File: config.mk
export PLATFORM = sky130hd
export DESIGN_NAME = gba_sound_dma_multi_flat
export DESIGN_NICKNAME = d
export VERILOG_FILES = /design/src/rtl/gba_sound_dma_pkg.sv /design/src/rtl/gba_sound_dma_multi_if.sv /design/src/rtl/gba_sound_dma_multi_fifo_ch.sv /design/src/rtl/gba_sound_dma_multi.sv /design/src/flat_wrapper.sv
export SDC_FILE = /design/constraint.sdc
export NUM_CORES = 1
export LEC_CHECK = 0
export BUFFER_PORTS_ARGS = -buffer_cell sky130_fd_sc_hd__buf_2
export CAP_MARGIN = 20
export CORE_ASPECT_RATIO = 0.5
export CORE_MARGIN = 10
export CORE_UTILIZATION = 60
export CTS_CLUSTER_DIAMETER = 200
export DETAILED_ROUTE_END_ITERATION = 8
export PLACE_DENSITY_LB_ADDON = 0.25
export SETUP_SLACK_MARGIN = 0.02
export SYNTH_ARGS = -nofsm -noshare
export SYNTH_HDL_FRONTEND = slang
export SYNTH_SLANG_ARGS = --single-unit
File: constraint.sdc
create_clock -name clk -period 5.4 [get_ports clk]
set_clock_uncertainty 0.15 [all_clocks]
set_input_delay 0.81 -clock clk [delete_from_list [all_inputs] [get_ports clk]]
set_output_delay 0.81 -clock clk [all_outputs]
set_load 0.01 [all_outputs]
File: src/rtl/gba_sound_dma_pkg.sv
// Shared types and helpers for the multi-channel Direct Sound DMA block.
package gba_sound_dma_pkg;
    localparam int SAMPLE_W = 8;
    localparam int OUT_W    = 16;
    localparam int MIX_W    = 18;

    typedef logic signed [SAMPLE_W-1:0] sample_t;
    typedef logic signed [OUT_W-1:0]    out_t;
    typedef logic signed [MIX_W-1:0]    mix_t;

    typedef struct packed {
        logic        en;
        logic [1:0]  ch;
        logic [31:0] data;
        logic [3:0]  be;
    } wr_req_t;

    localparam mix_t MIX_MAX = 18'sd32767;
    localparam mix_t MIX_MIN = -18'sd32768;

    // x4 for full volume, x2 for half volume
    function automatic out_t scale(sample_t s, logic hi);
        return hi ? {{6{s[7]}}, s, 2'b00} : {{7{s[7]}}, s, 1'b0};
    endfunction

    function automatic out_t sat16(mix_t m);
        if (m > MIX_MAX) return 16'sh7FFF;
        if (m < MIX_MIN) return 16'sh8000;
        return m[OUT_W-1:0];
    endfunction
endpackage

File: src/rtl/gba_sound_dma_multi_if.sv
// FIFO word-write bus from CPU/DMA into the sound block.
interface gba_sound_dma_multi_if;
    logic        wr_en;
    logic [1:0]  wr_ch;
    logic [31:0] wr_data;
    logic [3:0]  wr_be;

    modport master (output wr_en, wr_ch, wr_data, wr_be);
    modport slave  (input  wr_en, wr_ch, wr_data, wr_be);
endinterface

File: src/rtl/gba_sound_dma_multi_fifo_ch.sv
// One Direct Sound channel: word FIFO, tick pending, byte unpack, scaling, refill request.
// Optional SOUND_DMA_STATS_EN adds underrun counter and sticky overflow flag.
module gba_sound_fifo_ch
    import gba_sound_dma_pkg::*;
#(
    parameter int DEPTH     = 8,
    parameter int DMA_LEVEL = 4,
    localparam int AW = $clog2(DEPTH),
    localparam int CW = AW + 1
) (
    input  logic          clk,
    input  logic          reset_n,
    input  logic          tick,
    input  logic          frst,
    input  logic          wr_en,
    input  logic [31:0]   wr_data,
    input  logic [3:0]    wr_be,
    input  logic          vol_high,
    output out_t          sample,
    output logic          new_sample,
    output logic          dma_req,
    output logic [CW-1:0] count
`ifdef SOUND_DMA_STATS_EN
    ,
    output logic [7:0]    underrun_cnt,
    output logic          overflow
`endif
);
    logic [31:0]   mem [DEPTH];
    logic [CW-1:0] count_q, count_d;
    logic [AW-1:0] base_q, base_d, wr_addr;
    logic [1:0]    idx_q, idx_d;
    logic [31:0]   unpack_q, unpack_d;
    logic          pend_q, pend_d, new_q, new_d, dma_q, dma_d;
    out_t          sample_q, sample_d;
    logic          service, pop, ovf, mem_we;
`ifdef SOUND_DMA_STATS_EN
    logic [7:0]    und_q, und_d;
    logic          ovf_q, ovf_d;
`endif

    always_comb begin
        // a FIFO reset defers the service; the pending tick is taken next cycle
        service  = pend_q & ~frst;
        pop      = service & (idx_q == 2'd3) & (count_q != '0);
        ovf      = wr_en & (count_q == CW'(DEPTH));
        mem_we   = wr_en & ~frst;
        wr_addr  = ovf ? '0 : base_q + count_q[AW-1:0];
        pend_d   = tick | (pend_q & frst);
        new_d    = service;
        dma_d    = service & (count_q < CW'(DMA_LEVEL));
        idx_d    = idx_q;
        unpack_d = unpack_q;
        if (service) begin
            if (idx_q != 2'd3) idx_d = idx_q + 2'd1;
            else if (pop) begin
                unpack_d = mem[base_q];
                idx_d    = '0;
            end
        end
        base_d  = base_q + AW'(pop);
        count_d = count_q + CW'(wr_en) - CW'(pop);
        if (frst) begin
            count_d  = '0;
            base_d   = '0;
            idx_d    = '0;
            unpack_d = unpack_q;
        end else if (ovf) begin
            count_d = CW'(1);
            base_d  = '0;
        end
        sample_d = scale(sample_t'(unpack_q[{idx_q, 3'b000} +: 8]), vol_high);
`ifdef SOUND_DMA_STATS_EN
        und_d = und_q;
        ovf_d = ovf_q;
        if (frst) begin
            und_d = '0;
            ovf_d = 1'b0;
        end else begin
            if (service && count_q == '0 && und_q != 8'hFF) und_d = und_q + 8'd1;
            if (ovf) ovf_d = 1'b1;
        end
`endif
    end

    always_ff @(posedge clk) begin
        if (mem_we)
            for (int b = 0; b < 4; b++)
                if (wr_be[b]) mem[wr_addr][b*8 +: 8] <= wr_data[b*8 +: 8];
    end

    always_ff @(posedge clk or negedge reset_n) begin
        if (!reset_n) begin
            count_q  <= '0;
            base_q   <= '0;
            idx_q    <= '0;
            unpack_q <= '0;
            pend_q   <= 1'b0;
            new_q    <= 1'b0;
            dma_q    <= 1'b0;
            sample_q <= '0;
`ifdef SOUND_DMA_STATS_EN
            und_q    <= '0;
            ovf_q    <= 1'b0;
`endif
        end else begin
            count_q  <= count_d;
            base_q   <= base_d;
            idx_q    <= idx_d;
            unpack_q <= unpack_d;
            pend_q   <= pend_d;
            new_q    <= new_d;
            dma_q    <= dma_d;
            sample_q <= sample_d;
`ifdef SOUND_DMA_STATS_EN
            und_q    <= und_d;
            ovf_q    <= ovf_d;
`endif
        end
    end

    assign sample     = sample_q;
    assign new_sample = new_q;
    assign dma_req    = dma_q;
    assign count      = count_q;
`ifdef SOUND_DMA_STATS_EN
    assign underrun_cnt = und_q;
    assign overflow     = ovf_q;
`endif
endmodule

File: src/rtl/gba_sound_dma_multi.sv
// NUM_CH Direct Sound channels with write decode, tick select and saturating stereo mix.
// Optional SOUND_DMA_STATS_EN exposes per-channel underrun/overflow statistics.
module gba_sound_dma_multi
    import gba_sound_dma_pkg::*;
#(
    parameter int NUM_CH    = 2,
    parameter int DEPTH     = 8,
    parameter int DMA_LEVEL = 4
) (
    input  logic                    clk,
    input  logic                    reset_n,
    gba_sound_dma_multi_if.slave    wr,
    input  logic                    settings_new,
    input  logic [NUM_CH-1:0]       fifo_reset,
    input  logic [NUM_CH-1:0]       en_left,
    input  logic [NUM_CH-1:0]       en_right,
    input  logic [NUM_CH-1:0]       timer_sel,
    input  logic [NUM_CH-1:0]       volume_high,
    input  logic                    timer0_tick,
    input  logic                    timer1_tick,
    output logic [NUM_CH-1:0]       dma_req,
    output logic [NUM_CH-1:0]       new_sample,
    output logic [NUM_CH-1:0][15:0] sample_out,
    output out_t                    sound_left,
    output out_t                    sound_right,
    output logic [NUM_CH-1:0][3:0]  fifo_count
`ifdef SOUND_DMA_STATS_EN
    ,
    output logic [NUM_CH-1:0][7:0]  underrun_cnt,
    output logic [NUM_CH-1:0]       overflow
`endif
);
    localparam int CW = $clog2(DEPTH) + 1;

    wr_req_t req;
    mix_t    left_d, right_d;
    out_t    sound_left_q, sound_right_q;

    assign req = '{en: wr.wr_en, ch: wr.wr_ch, data: wr.wr_data, be: wr.wr_be};

    for (genvar c = 0; c < NUM_CH; c++) begin : g_ch
        logic          tick, frst, we;
        logic [CW-1:0] cnt;
        out_t          smp;

        assign tick = (en_left[c] | en_right[c]) & (timer_sel[c] ? timer1_tick : timer0_tick);
        assign frst = settings_new & fifo_reset[c];
        assign we   = req.en & (req.ch == 2'(c));

        gba_sound_fifo_ch #(.DEPTH(DEPTH), .DMA_LEVEL(DMA_LEVEL)) u_ch (
            .clk          (clk),
            .reset_n      (reset_n),
            .tick         (tick),
            .frst         (frst),
            .wr_en        (we),
            .wr_data      (req.data),
            .wr_be        (req.be),
            .vol_high     (volume_high[c]),
            .sample       (smp),
            .new_sample   (new_sample[c]),
            .dma_req      (dma_req[c]),
            .count        (cnt)
`ifdef SOUND_DMA_STATS_EN
            ,
            .underrun_cnt (underrun_cnt[c]),
            .overflow     (overflow[c])
`endif
        );

        assign sample_out[c] = smp;
        assign fifo_count[c] = 4'(cnt);
    end

    // sum at 18 bits so up to four full-scale channels never wrap before clamping
    always_comb begin
        left_d  = '0;
        right_d = '0;
        for (int c = 0; c < NUM_CH; c++) begin
            if (en_left[c])  left_d  = left_d  + mix_t'({{2{sample_out[c][15]}}, sample_out[c]});
            if (en_right[c]) right_d = right_d + mix_t'({{2{sample_out[c][15]}}, sample_out[c]});
        end
    end

    always_ff @(posedge clk or negedge reset_n) begin
        if (!reset_n) begin
            sound_left_q  <= '0;
            sound_right_q <= '0;
        end else begin
            sound_left_q  <= sat16(left_d);
            sound_right_q <= sat16(right_d);
        end
    end

    assign sound_left  = sound_left_q;
    assign sound_right = sound_right_q;
endmodule

File: src/flat_wrapper.sv
// flat-port wrapper written by rule: the top's interface ports become plain ports
module gba_sound_dma_multi_flat import gba_sound_dma_pkg::*;
#(
    parameter int NUM_CH    = 2,
    parameter int DEPTH     = 8,
    parameter int DMA_LEVEL = 4
)
  (clk, reset_n, settings_new, fifo_reset, en_left, en_right, timer_sel, volume_high, timer0_tick, timer1_tick, dma_req, new_sample, sample_out, sound_left, sound_right, fifo_count, wr_wr_en, wr_wr_ch, wr_wr_data, wr_wr_be);
  gba_sound_dma_multi_if wr_i ();
  input  logic clk;
  input  logic reset_n;
  input  logic settings_new;
  input  logic [NUM_CH-1:0] fifo_reset;
  input  logic [NUM_CH-1:0] en_left;
  input  logic [NUM_CH-1:0] en_right;
  input  logic [NUM_CH-1:0] timer_sel;
  input  logic [NUM_CH-1:0] volume_high;
  input  logic timer0_tick;
  input  logic timer1_tick;
  output logic [NUM_CH-1:0] dma_req;
  output logic [NUM_CH-1:0] new_sample;
  output logic [NUM_CH-1:0][15:0] sample_out;
  output out_t sound_left;
  output out_t sound_right;
  output logic [NUM_CH-1:0][3:0] fifo_count;
  input wire logic [$bits(wr_i.wr_en)-1:0] wr_wr_en;
  input wire logic [$bits(wr_i.wr_ch)-1:0] wr_wr_ch;
  input wire logic [$bits(wr_i.wr_data)-1:0] wr_wr_data;
  input wire logic [$bits(wr_i.wr_be)-1:0] wr_wr_be;
  assign wr_i.wr_en = wr_wr_en;
  assign wr_i.wr_ch = wr_wr_ch;
  assign wr_i.wr_data = wr_wr_data;
  assign wr_i.wr_be = wr_wr_be;
  gba_sound_dma_multi #(.NUM_CH(NUM_CH), .DEPTH(DEPTH), .DMA_LEVEL(DMA_LEVEL)) u_core (.clk(clk), .reset_n(reset_n), .wr(wr_i), .settings_new(settings_new), .fifo_reset(fifo_reset), .en_left(en_left), .en_right(en_right), .timer_sel(timer_sel), .volume_high(volume_high), .timer0_tick(timer0_tick), .timer1_tick(timer1_tick), .dma_req(dma_req), .new_sample(new_sample), .sample_out(sample_out), .sound_left(sound_left), .sound_right(sound_right), .fifo_count(fifo_count));
endmodule
Yosys cells after proc, flatten, opt, wreduce, memory -nomap -nowiden --
Memories as Yosys holds them, arrays and structs flattened. A register that Yosys moved wholly into a read port is not among the register bits. Index checks and enable logic that the tools add are counted.
Operators by class: $add $sub $neg 12, $lt $le $gt $ge 6, equality and inequality tests 7, shifts and indexed selects 2, mux-type cells 60, bitwise operators 28, reduce and logical (&&, ||, !) cells 13
Operator list (count):
- $mux 16 | 8
- $mux 18 | 4
- $shiftx 32x6->8 | 2
- $add 18x10->18 | 2
- $gt 18x16->1 const B | 2
- $lt 18x16->1 const B | 2
- $mux 1 | 28
- $and 1x1->1 | 20
- $mux 3 | 6
- $mux 9 | 2
- $mux 2 | 8
- $mux 4 | 4
- $add 4x1->4 | 2
- $eq 4x4->1 const B | 2
- $lt 4x3->1 const B | 2
- $reduce_and 4->1 | 2
- $reduce_bool 4->1 | 2
- $sub 4x1->4 | 2
- $add 3x1->3 | 2
- $add 3x3->3 | 2
- $reduce_bool 3->1 | 2
- $add 2x1->2 const B | 2
- $eq 2x2->1 const B | 2
- $ne 2x2->1 const B | 2
- 7 further kinds | 16
Storage, ports and cells: register bits 76, memory bits (writable) 512, logic and storage cells 146, memories 2
Memory list:
- u_core.g_ch[0].u_ch.mem | words 8, width 32, read ports 1, clocked after memory_dff 1, write ports 1, RTL line gba_sound_dma_multi_fifo_ch.sv:29 | logic [31:0] mem [DEPTH];
- u_core.g_ch[1].u_ch.mem | words 8, width 32, read ports 1, clocked after memory_dff 1, write ports 1, RTL line gba_sound_dma_multi_fifo_ch.sv:29

Logic depth before layout (Yosys ltp) --
Gate-level depths: netlist of the first run.
depth after elaboration 9, gate-level depth with buffers 17, depth with buffers taken out 15

By module --
From an unflattened synthesis of the first run, not the netlist that was laid out.
Unflattened totals: cells, all modules 2056, area total of the unflattened synthesis 28826.4 um^2
By module, submodules not included:
- gba_sound_fifo_ch (u_core.g_ch[1].u_ch) | times used 1, cells an instance 768, area each 12405.6 um^2, sequential area each 9013.6 um^2
- gba_sound_fifo_ch (u_core.g_ch[0].u_ch) | times used 1, cells an instance 770, area each 12370.6 um^2, sequential area each 9013.6 um^2
- gba_sound_dma_multi | times used 1, cells an instance 518, area each 4050.1 um^2, sequential area each 800.8 um^2

Least setup slack after synthesis of the first run --
OpenSTA, ideal clock, no wires.
kind input -> register, start point input en_left[0], end point register u_core.sound_left_q[1], in the netlist u_core.sound_left[1], setup time 0.138 ns, arrival time 3.746 ns, data required time 5.112 ns, slack 1.365 ns, cell stages on the path 13, buffers on the path 1, path through buf_4 and2_1 ha_1 fa_1 a21oi_1 o22ai_2 a2bb2oi_2 a2111oi_0 fa_1 nand2_1 or2_2 a31oi_2 o21ai_0
Between the ends: cells in the longest elaborated chain, start to end 8, elaborated cells between the ends (all ways) 11
Ends and longest elaborated chain:
- from (decl) | RTL line flat_wrapper.sv:14 | input logic [NUM_CH-1:0] en_left;
- $mux 18 (*) | RTL line gba_sound_dma_multi.sv:79 | if (en_left[c]) left_d = left_d + mix_t'({{2{sample_out[c][15]}}, sample_out[c]});
- $add 18x10->18 | RTL line gba_sound_dma_multi.sv:79
- $mux 18 (*) | RTL line gba_sound_dma_multi.sv:79
- $lt 18x16->1 | RTL line gba_sound_dma_pkg.sv:28 | if (m < MIX_MIN) return 16'sh8000;
- $mux 1 (2 in series) | RTL line gba_sound_dma_pkg.sv:28
- $mux 16 | RTL line gba_sound_dma_pkg.sv:29 | return m[OUT_W-1:0];
- $mux 16 (*) | RTL line gba_sound_dma_pkg.sv:28
- to (signal assigned) | RTL line gba_sound_dma_multi.sv:89 | sound_left_q <= sat16(left_d);
- to (decl) | RTL line gba_sound_dma_multi.sv:37 | out_t sound_left_q, sound_right_q;
Mark *: on every way between the ends. The rest lies on a longest branch, timed or not. The select of a mux whose other input is x is not followed. A chain may end at the register's enable or synchronous reset.

Worst setup path in the final report of the first run --
start point input en_left[0], end point register u_core.sound_left_q[6], in the netlist u_core.sound_left[6]
The elaborated chain is that of the path after synthesis.

==> results of run 1 <==
## worst max-delay path, stage by stage
cell	delay [ps]
buf_2	180
and2_1	190
ha_1	220
fa_1	500
a21oi_1	210
o22ai_2	140
a2bb2oi_2	190
a2111oi_0	620
fa_1	320
nand2_1	70
or2_2	300
a31oi_2	300
o21ai_0	180
## per-layer routing
layer	GRT usage (%)	routed length [µm]	share of wire [%]	vias to the layer above
met2	33.4	27200	47	658
li1	-	-	-	6082
met5	0	0	0	-
met1	29.4	23000	40	7197
met4	5.63	1330	2.3	0
met3	6.15	6060	11	97
## layout make-up
cell class / count / area share [%]
flip-flops and latches: 650 / 63.6
well taps: 588 / 2.49
clock buffers: 69 / 4.96
inverters: 27 / 0.342
clock inverters: 32 / 1.61
diodes: 1 / 0.00845
repair buffers: 137 / 2.41
multi-input cells: 746 / 24.5
## cells in the final DEF, fill, tap and decap left out, types with 4 or more instances in the layout
cell type	n
a211oi_1	5
a21boi_0	5
a21o_1	4
a21oi_1	21
and2_1	18
and3_1	12
buf_2	127
buf_4	9
bufinv_16	11
clkbuf_1	9
clkbuf_16	54
clkbuf_8	6
clkinv_1	7
clkinv_2	5
dfrtp_1	132
dfrtp_2	4
edfxtp_1	512
fa_1	8
ha_1	32
inv_1	27
mux2_2	16
mux2i_1	71
mux4_2	144
nand2_1	106
nand3_1	12
nand4_1	7
nand4b_1	4
nor2_1	93
nor2b_1	5
o21ai_0	92
o31ai_1	7
xnor2_1	21
## synth_stat cells (3+ instances only)
master    count
and2_1       18
and3_1       12
mux4_2      144
nor2b_1       5
a211oi_1      5
nand2_1     106
ha_1         32
buf_2        23
buf_1         6
edfxtp_1    512
inv_1        27
a22oi_1       3
nand4b_1      4
nor3b_1       3
a21boi_0      5
clkbuf_1     39
mux2_2       16
maj3_2        3
o21ai_0      92
a21o_1        4
nand3_1      14
nand4_1       7
fa_1          8
nor2_1       93
o31ai_1       7
nand2b_1      3
xor2_1        3
a21oi_1      21
mux2i_1      71
buf_4        23
dfrtp_1     138
xnor2_1      21
## how the worst max path moves through the flow
| stage | end | slack (ps) | cells past startpoint |
|---|---|---|---|
| finish | u_core.sound_left[6]$_DFF_PN0_ | 1420 | 13 |
| global route | u_core.sound_left[6]$_DFF_PN0_ | 1190 | 12 |
| CTS | u_core.sound_left[6]$_DFF_PN0_ | 1410 | 12 |
| detailed placement | u_core.sound_left[6]$_DFF_PN0_ | 850 | 13 |
| global placement | u_core.sound_left[8]$_DFF_PN0_ | 1090 | 13 |
| floorplan | u_core.sound_left[1]$_DFF_PN0_ | 1370 | 13 |
## power by group through the flow
stage	Combinational, mW	Clock (mW)	Sequential (mW)
floorplan	1.66	0	6.23
global placement	2.31	0	6.36
detailed placement	2.40	0	6.38
CTS	2.42	4.29	6.28
global route	2.68	4.50	6.34
finish	2.43	4.25	6.29
## cells by family after synthesis
group | after synthesis
compound gates | 165
xor+xnor | 24
mux | 231
simple gates | 281
buf+inv | 120
other cells | 1
fa+ha+maj | 43
flops | 650
## through the flow
stage / hold WS [ps] / cell area [µm²] / std cells
6_report: 121 / 29600 / 2250
3_3_place_gp: 307 / 27700 / 2147
3_5_place_dp: 321 / 27700 / 2147
2_1_floorplan: 295 / 26700 / 1516
4_1_cts: 153 / 29600 / 2248
5_1_grt: 174 / 29600 / 2249
## registers in the layout, summed over array words and instances (netlist names)
register                     count
u_core.g_ch.u_ch.pend_q          2
u_core.g_ch.u_ch.mem           512
u_core.g_ch.u_ch.new_sample      2
u_core.g_ch.u_ch.idx_q           4
u_core.g_ch.u_ch.dma_req         2
u_core.g_ch.u_ch.unpack_q       64
u_core.sound_right              16
u_core.g_ch.u_ch.base_q          6
u_core.sound_left               16
u_core.g_ch.u_ch.count           8
u_core.g_ch.u_ch.sample         18
==> run_results.csv, run 1 <==
group,metric,value,unit
yosys,ys_seq_area_share,70.6,%
setup_path,cp.arrival,4250,ps
run_status,status,"finished, final reports clean",
grt,grt_max_degree,91,
yosys,synth_mux_area_share,15.5,%
timing,rsz0062_at_grt,"no",
yosys,synth_xor_area_share,0.789,%
setup_path,worstPathMaxFanout,15,
power_and_ir_drop,peakVddDrop,0.255,mV
worst_hold_path,min_path_type,"input pin to asynchronous set/reset pin",
die,die_w,318,µm
routing,wl_per_cell,25.6,µm
cells_and_area,seqCellArea,18800,µm²
placed_design,port_buffers,127,
clock_network,cts_tree,"yes",
die,die_y,169,µm
yosys,synthCells,1515,
setup_path,cp-end-kind,"flip-flop",
clock_network,ctsHoldBuffers,0,
power_and_ir_drop,switchingPower,3.61,mW
timing,hold_viol,0,
placed_design,hpwl,38.6,mm
power_and_ir_drop,power-per-cell-area,438,nW/µm²
timing,fmax,251,MHz
clock_network,htree_num_levels,2,
clock_network,clockBufferDepth,3,
cells_and_area,multi_input_area,7270,µm²
routing,first_iter_violations,1641,
yosys,yosysWarnings,0,
routing,via_per_inst,6.24,
setup_path,r2r_start,"u_core.g_ch[0].u_ch.sample[1]$_DFF_PN0_",
placed_design,dp_slack,847,ps
yosys,synth-compound-area-share,3.88,%
clock_network,clk_pin_slew,70,ps
routing,wl,57.6,mm
power_and_ir_drop,p_total,13.0,mW
die,rows,54,
yosys,yosysTopAreaCell,"edfxtp_1",
yosys,synth-main-ff-cell,"edfxtp_1",
setup_path,r2r_cells,12,
setup_path,required,5660,ps
yosys,synth_fa_ha_area_share,2.23,%
yosys,synth-simple-area-share,4.79,%
power_and_ir_drop,seqPwrFrac,48.5,%
yosys,synth_edf_count,512,
clock_network,ctsResizeCount,0,
timing,tightest_slew,1160,ps
yosys,synth_top_area_share,57.7,%
yosys,async_reset_ff_share,21.2,%
cells_and_area,finish.utilization,67.7,%
timing,period_needed,3980,ps
power_and_ir_drop,clock_power_share,32.8,%
cells_and_area,fin_nets,1710,
clock_network,cts.sinks,650,
placed_design,place.gp.congestion,0.882,
clock_network,cts_buffers,54,
yosys,syn-cell-area,26700,µm²
die,die-area,53800,µm²
routing,ant_nets,0,
cells_and_area,fillers,2763,
grt,overflow,0,
yosys,synth_cell_types,69,
yosys,post_synth.cell_area_avg,17.6,µm²
yosys,ys_ff_latch,650,
routing,vias,14000,
job,maxCapViolCount,0,
routing,drc,0,
setup_path,r2r_end,"u_core.sound_left[6]$_DFF_PN0_",
yosys,synth_top_family_by_area,"multiplexers",
timing,fin_ws,1420,ps
grt,grt_usage,21.4,%
die,start_util,61.0,%
setup_path,startpoint,"en_left[0]",
grt,grt_pass1_vias,14200,
power_and_ir_drop,combinationalPowerShare,18.8,%
yosys,ys_top_cells_by_area,"edfxtp_1, dfrtp_1, mux4_2",
timing,maxSlewViolCount,0,
setup_path,worstSetupStartpointType,"input pin",
die,coreArea,43700,µm²
grt,grt_pass1_wl,87.6,mm
power_and_ir_drop,netSwitchingFraction,27.8,%
die,ios,130,
cells_and_area,area_delta_synth_final,11.1,%
routing,drtPass1Iterations,5,
clock_network,worstSkewPairLatency,600,ps
timing,setup_viol,0,
setup_path,r2r_slack,1430,ps
timing,slew_headroom,21.8,%
timing,fin_tns_setup,0,ps
grt,antenna_found_initial,1,
clock_network,cts-root-buf,"clkbuf_16",
power_and_ir_drop,internal_power,9.37,mW
cells_and_area,drive_above_1_share,24.7,%
clock_network,post-cts-setup-buffer-count,0,
setup_path,crit_type,"input pin to flip-flop",
power_and_ir_drop,leakage,10.3,nW
timing,fin_crit_sh,73.8,%
No activity file was read; power rests on OpenSTA's default activity.
==> inputs of run 2 (changes only) <==
- clock period: 5.4 -> 3.94 ns (I/O delays scaled with it)
==> run 2 against run 1 <==
Worst hold slack got worse by 43 ps. Clock power grew 30%. Cell count rose by 2.3%. Largest power group unchanged. Highest routed layer is now met5. Sequential power grew 37%. Critical path type is now flip-flop to flip-flop. Non-clock buffer count grew 50.
==> run_results.csv, run 2 (synthesized netlist as in run 1, its figures left out) <==
group,metric,value,unit
run_status,status,"finished, final reports clean",
die,die_w,318,µm
setup_path,worstSetupStartpointType,"flip-flop",
worst_hold_path,min_path_type,"input pin to flip-flop",
setup_path,crit_type,"flip-flop to flip-flop",
routing,route.met3.wl,5.67,mm
routing,wl_per_cell,25.3,µm
routing,dr_wl_met2,27.6,mm
power_and_ir_drop,netSwitchingFraction,27.9,%
routing,first_iter_violations,1883,
die,die_y,169,µm
clock_network,cts.sinks,650,
timing,setup_viol,0,
routing,top_layer_used,"met5",
setup_path,worstPathMaxFanout,5,
timing,maxSlewViolCount,0,
timing,slew_headroom,22.9,%
timing,fmax,278,MHz
cells_and_area,antenna_cells,0,
worst_hold_path,hold_depth,2,
routing,drc,0,
setup_path,cp-end-kind,"flip-flop",
setup_path,r2r_cells,13,
worst_hold_path,hold_end,"u_core.g_ch[1].u_ch.idx_q[0]$_DFFE_PN0P_",
setup_path,r2r_end,"u_core.sound_left[12]$_DFF_PN0_",
cells_and_area,largest_reg_flops,512,
placed_design,placedCellCount,2196,
grt,grt_usage,21.6,%
timing,rsz0062_at_grt,"no",
routing,via_per_inst,6.15,
power_and_ir_drop,switchingPower,4.90,mW
placed_design,port_buffers,127,
power_and_ir_drop,internal_power,12.7,mW
placed_design,hpwl,39.4,mm
timing,period_needed,3600,ps
clock_network,cts_tree,"yes",
cells_and_area,finish.utilization,68.5,%
timing,fin_crit_sh,91.3,%
power_and_ir_drop,clock_power_share,31.5,%
die,rows,54,
cells_and_area,area_delta_synth_final,12.3,%
clock_network,cts_buffers,55,
cells_and_area,drive_above_1_share,26.6,%
setup_path,r2r_start,"u_core.g_ch[0].u_ch.sample[1]$_DFF_PN0_",
clock_network,worstSkewPairLatency,600,ps
die,die-area,53800,µm²
routing,wl_met1,23.7,mm
worst_hold_path,hp-start,"fifo_reset[1]",
timing,hold_viol,0,
power_and_ir_drop,leakage,10.5,nW
power_and_ir_drop,seqPwrFrac,49.1,%
placed_design,place.gp.congestion,0.897,
routing,wl,58.2,mm
die,coreArea,43700,µm²
power_and_ir_drop,combinationalPowerShare,19.3,%
die,start_util,61.0,%
routing,vias,14100,
cells_and_area,final_cells,2302,
cells_and_area,final_common_cell,"edfxtp_1",
setup_path,r2r_slack,340,ps
clock_network,clk_pin_slew,70,ps
cells_and_area,fin_nets,1761,
cells_and_area,mostFrequentLayoutCells,"edfxtp_1, mux4_2, dfrtp_1",
clock_network,cts-root-buf,"clkbuf_16",
grt,antenna_found_initial,1,
power_and_ir_drop,power-per-cell-area,587,nW/µm²
routing,drtPass1Iterations,5,
setup_path,cp.arrival,3880,ps
grt,grt_pass1_vias,14300,
clock_network,htree_num_levels,2,
timing,tightest_slew,1150,ps
routing,ant_nets,0,
setup_path,required,4220,ps
clock_network,clockBufferDepth,3,
grt,grt_max_degree,91,
job,maxCapViolCount,0,
power_and_ir_drop,peakVddDrop,0.403,mV
die,ios,130,
grt,grt_pass1_wl,88.7,mm
grt,overflow,0,
clock_network,post-cts-setup-buffer-count,0,
cells_and_area,regMostFlops,"u_core.g_ch.u_ch.mem",
==> run 2: cell count changes in the layout (fill, tap and decap cells not counted), moves of 3 or more <==
cell	previous run	this run
clkinv_1	7	3
buf_4	9	57
clkbuf_1	9	20
bufinv_16	11	6
clkbuf_8	6	9
clkinv_4	3	0
clkinvlp_4	3	0
clkinv_2	5	8
==> run 2: per-layer routing <==
| layer | vias to the layer above | track usage [%] |
|---|---|---|
| met5 | - | 0 |
| li1 | 6167 | - |
| met2 | 634 | 33.9 |
| met3 | 88 | 5.45 |
| met1 | 7255 | 30.4 |
| met4 | 2 | 5.22 |
==> run 2: worst max path at each step <==
stage,startpoint,to,slack (ps)
6_report,u_core.g_ch[0].u_ch.sample[1]$_DFF_PN0_,u_core.sound_left[12]$_DFF_PN0_,340
3_3_place_gp,en_left[0],u_core.sound_left[9]$_DFF_PN0_,70
5_1_grt,u_core.g_ch[0].u_ch.sample[1]$_DFF_PN0_,u_core.sound_left[7]$_DFF_PN0_,40
4_1_cts,u_core.g_ch[0].u_ch.sample[1]$_DFF_PN0_,u_core.sound_left[5]$_DFF_PN0_,250
2_1_floorplan,en_left[0],u_core.sound_left[1]$_DFF_PN0_,120
3_5_place_dp,en_left[0],u_core.sound_left[8]$_DFF_PN0_,-20
==> run 2: power by group through the flow <==
| stage | combinational [mW] | sequential [mW] | clock, mW |
|---|---|---|---|
| finish | 3.40 | 8.63 | 5.54 |
| global route | 3.75 | 8.69 | 5.92 |
| CTS | 3.38 | 8.62 | 5.64 |
| detailed placement | 3.36 | 8.76 | 0 |
| global placement | 3.26 | 8.72 | 0 |
| floorplan | 2.27 | 8.54 | 0 |
==> run 2: cell type report <==
| cell class | count | area [µm²] |
|---|---|---|
| flip-flops and latches | 650 | 18800 |
| fillers | 2770 | 13800 |
| multi-input cells | 746 | 7280 |
| clock buffers | 84 | 1580 |
| repair buffers | 187 | 1130 |
| well taps | 588 | 736 |
| clock inverters | 20 | 287 |
| inverters | 27 | 101 |
==> run 2: repair_timing <==
item | CTS | global route
gates resized for setup | 0 | 3
hold endpoints to repair | 50 | 0
endpoints found under the setup margin | 0 | 18
hold buffers | 1 | 0
==> run 2: worst max-delay path, stage by stage, from the launching register on <==
cell and delay [ps]:
dfrtp_1 380, and2_1 170, ha_1 220, fa_1 480
a21oi_1 200, o22ai_2 140, a2bb2oi_2 190, a2111oi_1 340
buf_4 180, fa_1 200, nand2_1 60, or2_2 310
nor2_1 260, o31ai_1 140
==> run 2: stage by stage <==
step           area [µm²]  setup TNS, ps  setup slack [ps]  hold slack (ps)  total power, mW
6_report            29900              0               344             77.3             17.6
5_1_grt             29900              0              40.7             73.0             18.4
4_1_cts             29900              0               253             49.7             17.6
3_5_place_dp        28000           -126             -21.4              321             12.1
3_3_place_gp        28000              0              72.5              309             12.0
2_1_floorplan       26700              0               124              145             10.8
==> inputs of run 3 (changes only) <==
- SYNTH_HIERARCHICAL: unset -> 1
==> run 3 against run 2 <==
Sequential share of layout area fell by 3.9 points. Power increased by 8.0%. Synthesized cell count is 36% higher. Fmax grew 0.17%. Largest power group unchanged. Sequential power up 2%. Synthesized area grew 8.1%. Critical path depth down 4. Non-clock buffer count up 17. Worst hold slack better by 62 ps. First-iteration DRC count grew 3.1%.
==> run_results.csv, run 3 <==
group,metric,value,unit
clock_network,ctsHoldBuffers,1,
timing,maxSlewViolCount,0,
grt,grt_pass1_vias,17300,
timing,setup_viol,0,
power_and_ir_drop,leakage,11.6,nW
routing,wl,68.1,mm
yosys,synth_cell_types,88,
routing,wl_per_cell,23.7,µm
routing,ant_nets,0,
timing,fmax,279,MHz
run_status,status,"finished, final reports clean",
placed_design,port_buffers,127,
yosys,synth.most_common_cell,"edfxtp_1",
clock_network,cts-root-buf,"clkbuf_16",
clock_network,cts_buffers,53,
grt,grt_max_degree,131,
routing,drtPass1Iterations,5,
placed_design,hpwl,45.8,mm
die,ios,130,
setup_path,worstSetupStartpointType,"flip-flop",
cells_and_area,postLayoutCellArea,31900,µm²
yosys,synthCells,2056,
routing,via_per_inst,6.21,
cells_and_area,regMostFlops,"u_core/g_ch.u_ch/mem",
setup_path,cp.arrival,3900,ps
die,die_w,330,µm
power_and_ir_drop,peakVddDrop,0.360,mV
die,rows,56,
cells_and_area,mostFrequentLayoutCells,"edfxtp_1, mux2i_1, nand2_1",
grt,grt_usage,23.1,%
yosys,synth-main-ff-cell,"edfxtp_1",
routing,vias,17900,
timing,fin_crit_sh,91.1,%
die,die_y,175,µm
yosys,yosysWarnings,6,
setup_path,required,4250,ps
grt,grt_pass1_wl,103,mm
timing,period_needed,3590,ps
job,maxCapViolCount,0,
die,die-area,57700,µm²
cells_and_area,drive_above_1_share,16.0,%
clock_network,cts.sinks,650,
cells_and_area,fin_nets,2297,
yosys,async_reset_ff_share,21.2,%
setup_path,worstPathMaxFanout,18,
yosys,ys_seq_area_share,65.3,%
routing,drc,0,
timing,tightest_slew,1180,ps
cells_and_area,area_delta_synth_final,10.8,%
yosys,yosysTopAreaCell,"edfxtp_1",
placed_design,place.gp.congestion,0.874,
clock_network,post-cts-setup-buffer-count,0,
clock_network,ctsResizeCount,0,
clock_network,clockBufferDepth,3,
timing,fin_ws,350,ps
yosys,synth_edf_count,512,
grt,antenna_found_initial,2,
clock_network,worstSkewPairLatency,600,ps
power_and_ir_drop,power-per-cell-area,594,nW/µm²
worst_hold_path,min_path_type,"input pin to flip-flop",
die,start_util,61.1,%
cells_and_area,final_cells,2876,
yosys,post_synth.cell_area_avg,14.0,µm²
placed_design,placed_area,30200,µm²
clock_network,clk_pin_slew,70,ps
grt,overflow,0,
yosys,synth_top_area_share,53.3,%
setup_path,cp-end-kind,"flip-flop",
clock_network,htree_num_levels,2,
yosys,syn-cell-area,28800,µm²
timing,rsz0062_at_grt,"no",
timing,slew_headroom,21.0,%
routing,first_iter_violations,1942,
die,coreArea,47200,µm²
yosys,yosys-top-cells-count,"edfxtp_1, mux2i_1, nand2_1, dfrtp_1, a22oi_1",
clock_network,cts_tree,"yes",
yosys,synth_nets,2160,
yosys,ys_ff_latch,650,
placed_design,dp_slack,170,ps
timing,hold_viol,0,
placed_design,placedCellCount,2775,
cells_and_area,final_common_cell,"edfxtp_1",
cells_and_area,largest_reg_flops,512,
setup_path,crit_type,"flip-flop to flip-flop",
yosys,ys_top_cells_by_area,"edfxtp_1, dfrtp_1, mux2i_1",
timing,fin_tns_setup,0,ps
[run 3: changes by cell type in the layout (fill, tap and decap cells not counted), sizes merged, moves of 15 or more]
cell,before,now
a21o,4,20
a21oi,21,52
a22oi,3,132
and2,19,49
buf,186,203
mux2i,71,262
mux4,144,16
nand2,107,186
nand3,14,98
nor2,93,115
nor3,4,19
o21ai,94,29
[run 3: cell type report]
type | instances | area (µm²)
diodes | 1 | 2.50
clock buffers | 75 | 1460
clock inverters | 24 | 278
fillers | 3289 | 15200
inverters | 32 | 120
multi-input cells | 1252 | 9180
flip-flops and latches | 650 | 18800
well taps | 638 | 798
repair buffers | 204 | 1260
[run 3: metrics by stage]
stage | total power, mW | util [%] | hold slack (ps)
after detailed placement | 13.7 | 64.0 | 314
after floorplan | 12.1 | - | 145
final | 19.0 | 67.7 | 140
after global placement | 13.6 | 64.0 | 305
after global routing | 19.8 | 67.7 | 146
after CTS | 19.0 | 67.7 | 125
[run 3: routing by layer]
metal / vias to the layer above / track usage (%) / routed length (µm)
li1: 8064 / - / -
met1: 8935 / 32.4 / 28700
met2: 747 / 36.4 / 31400
met3: 119 / 4.79 / 6380
met4: 2 / 5.94 / 1640
met5: - / 0 / 13
[run 3: logic make-up after synthesis]
group                      after synthesis  share of synthesized area [%]
DFF                                    650                           65.3
and+or+nand+nor                        541                           8.91
AOI/OAI and AO/OA                      332                           8.47
muxes                                  296                           11.1
buffers and inverters                  154                           2.89
adders and majority gates               52                           2.40
xor gates and xnor gates                29                          0.933
other                                    2                         0.0261
[run 3: final timing paths]
path / from / to / slack [ps] / cells after the start
max: u_core/g_ch[0].u_ch/sample[9]$_DFF_PN0_ / u_core/sound_right[12]$_DFF_PN0_ / 350 / 9
min: volume_high[0] / u_core/g_ch[0].u_ch/sample[1]$_DFF_PN0_ / 140 / 2
max reg2reg: u_core/g_ch[0].u_ch/sample[9]$_DFF_PN0_ / u_core/sound_right[12]$_DFF_PN0_ / 350 / 9
min reg2reg: u_core/g_ch[1].u_ch/unpack_q[12]$_DFFE_PN0P_ / u_core/g_ch[1].u_ch/unpack_q[12]$_DFFE_PN0P_ / 330 / 2
max in group asynchronous: reset_n / u_core/sound_left[15]$_DFF_PN0_ / 2210 / 4
min in group asynchronous: reset_n / u_core/sound_right[13]$_DFF_PN0_ / 410 / 2
[run 3: critical path, cell delays in order, from the launching register on]
cell and delay (ps):
dfrtp_1 580, and2_1 260, ha_1 400, and4_1 280
nand2_1 90, or3_1 410, and3_4 200, a211o_1 440
a2111oi_0 520, nor3_1 110
[run 3: power by group]
group          internal [mW]  switching (mW)
clock network           2.94            2.40
logic                   2.02            2.84
registers               8.12           0.671
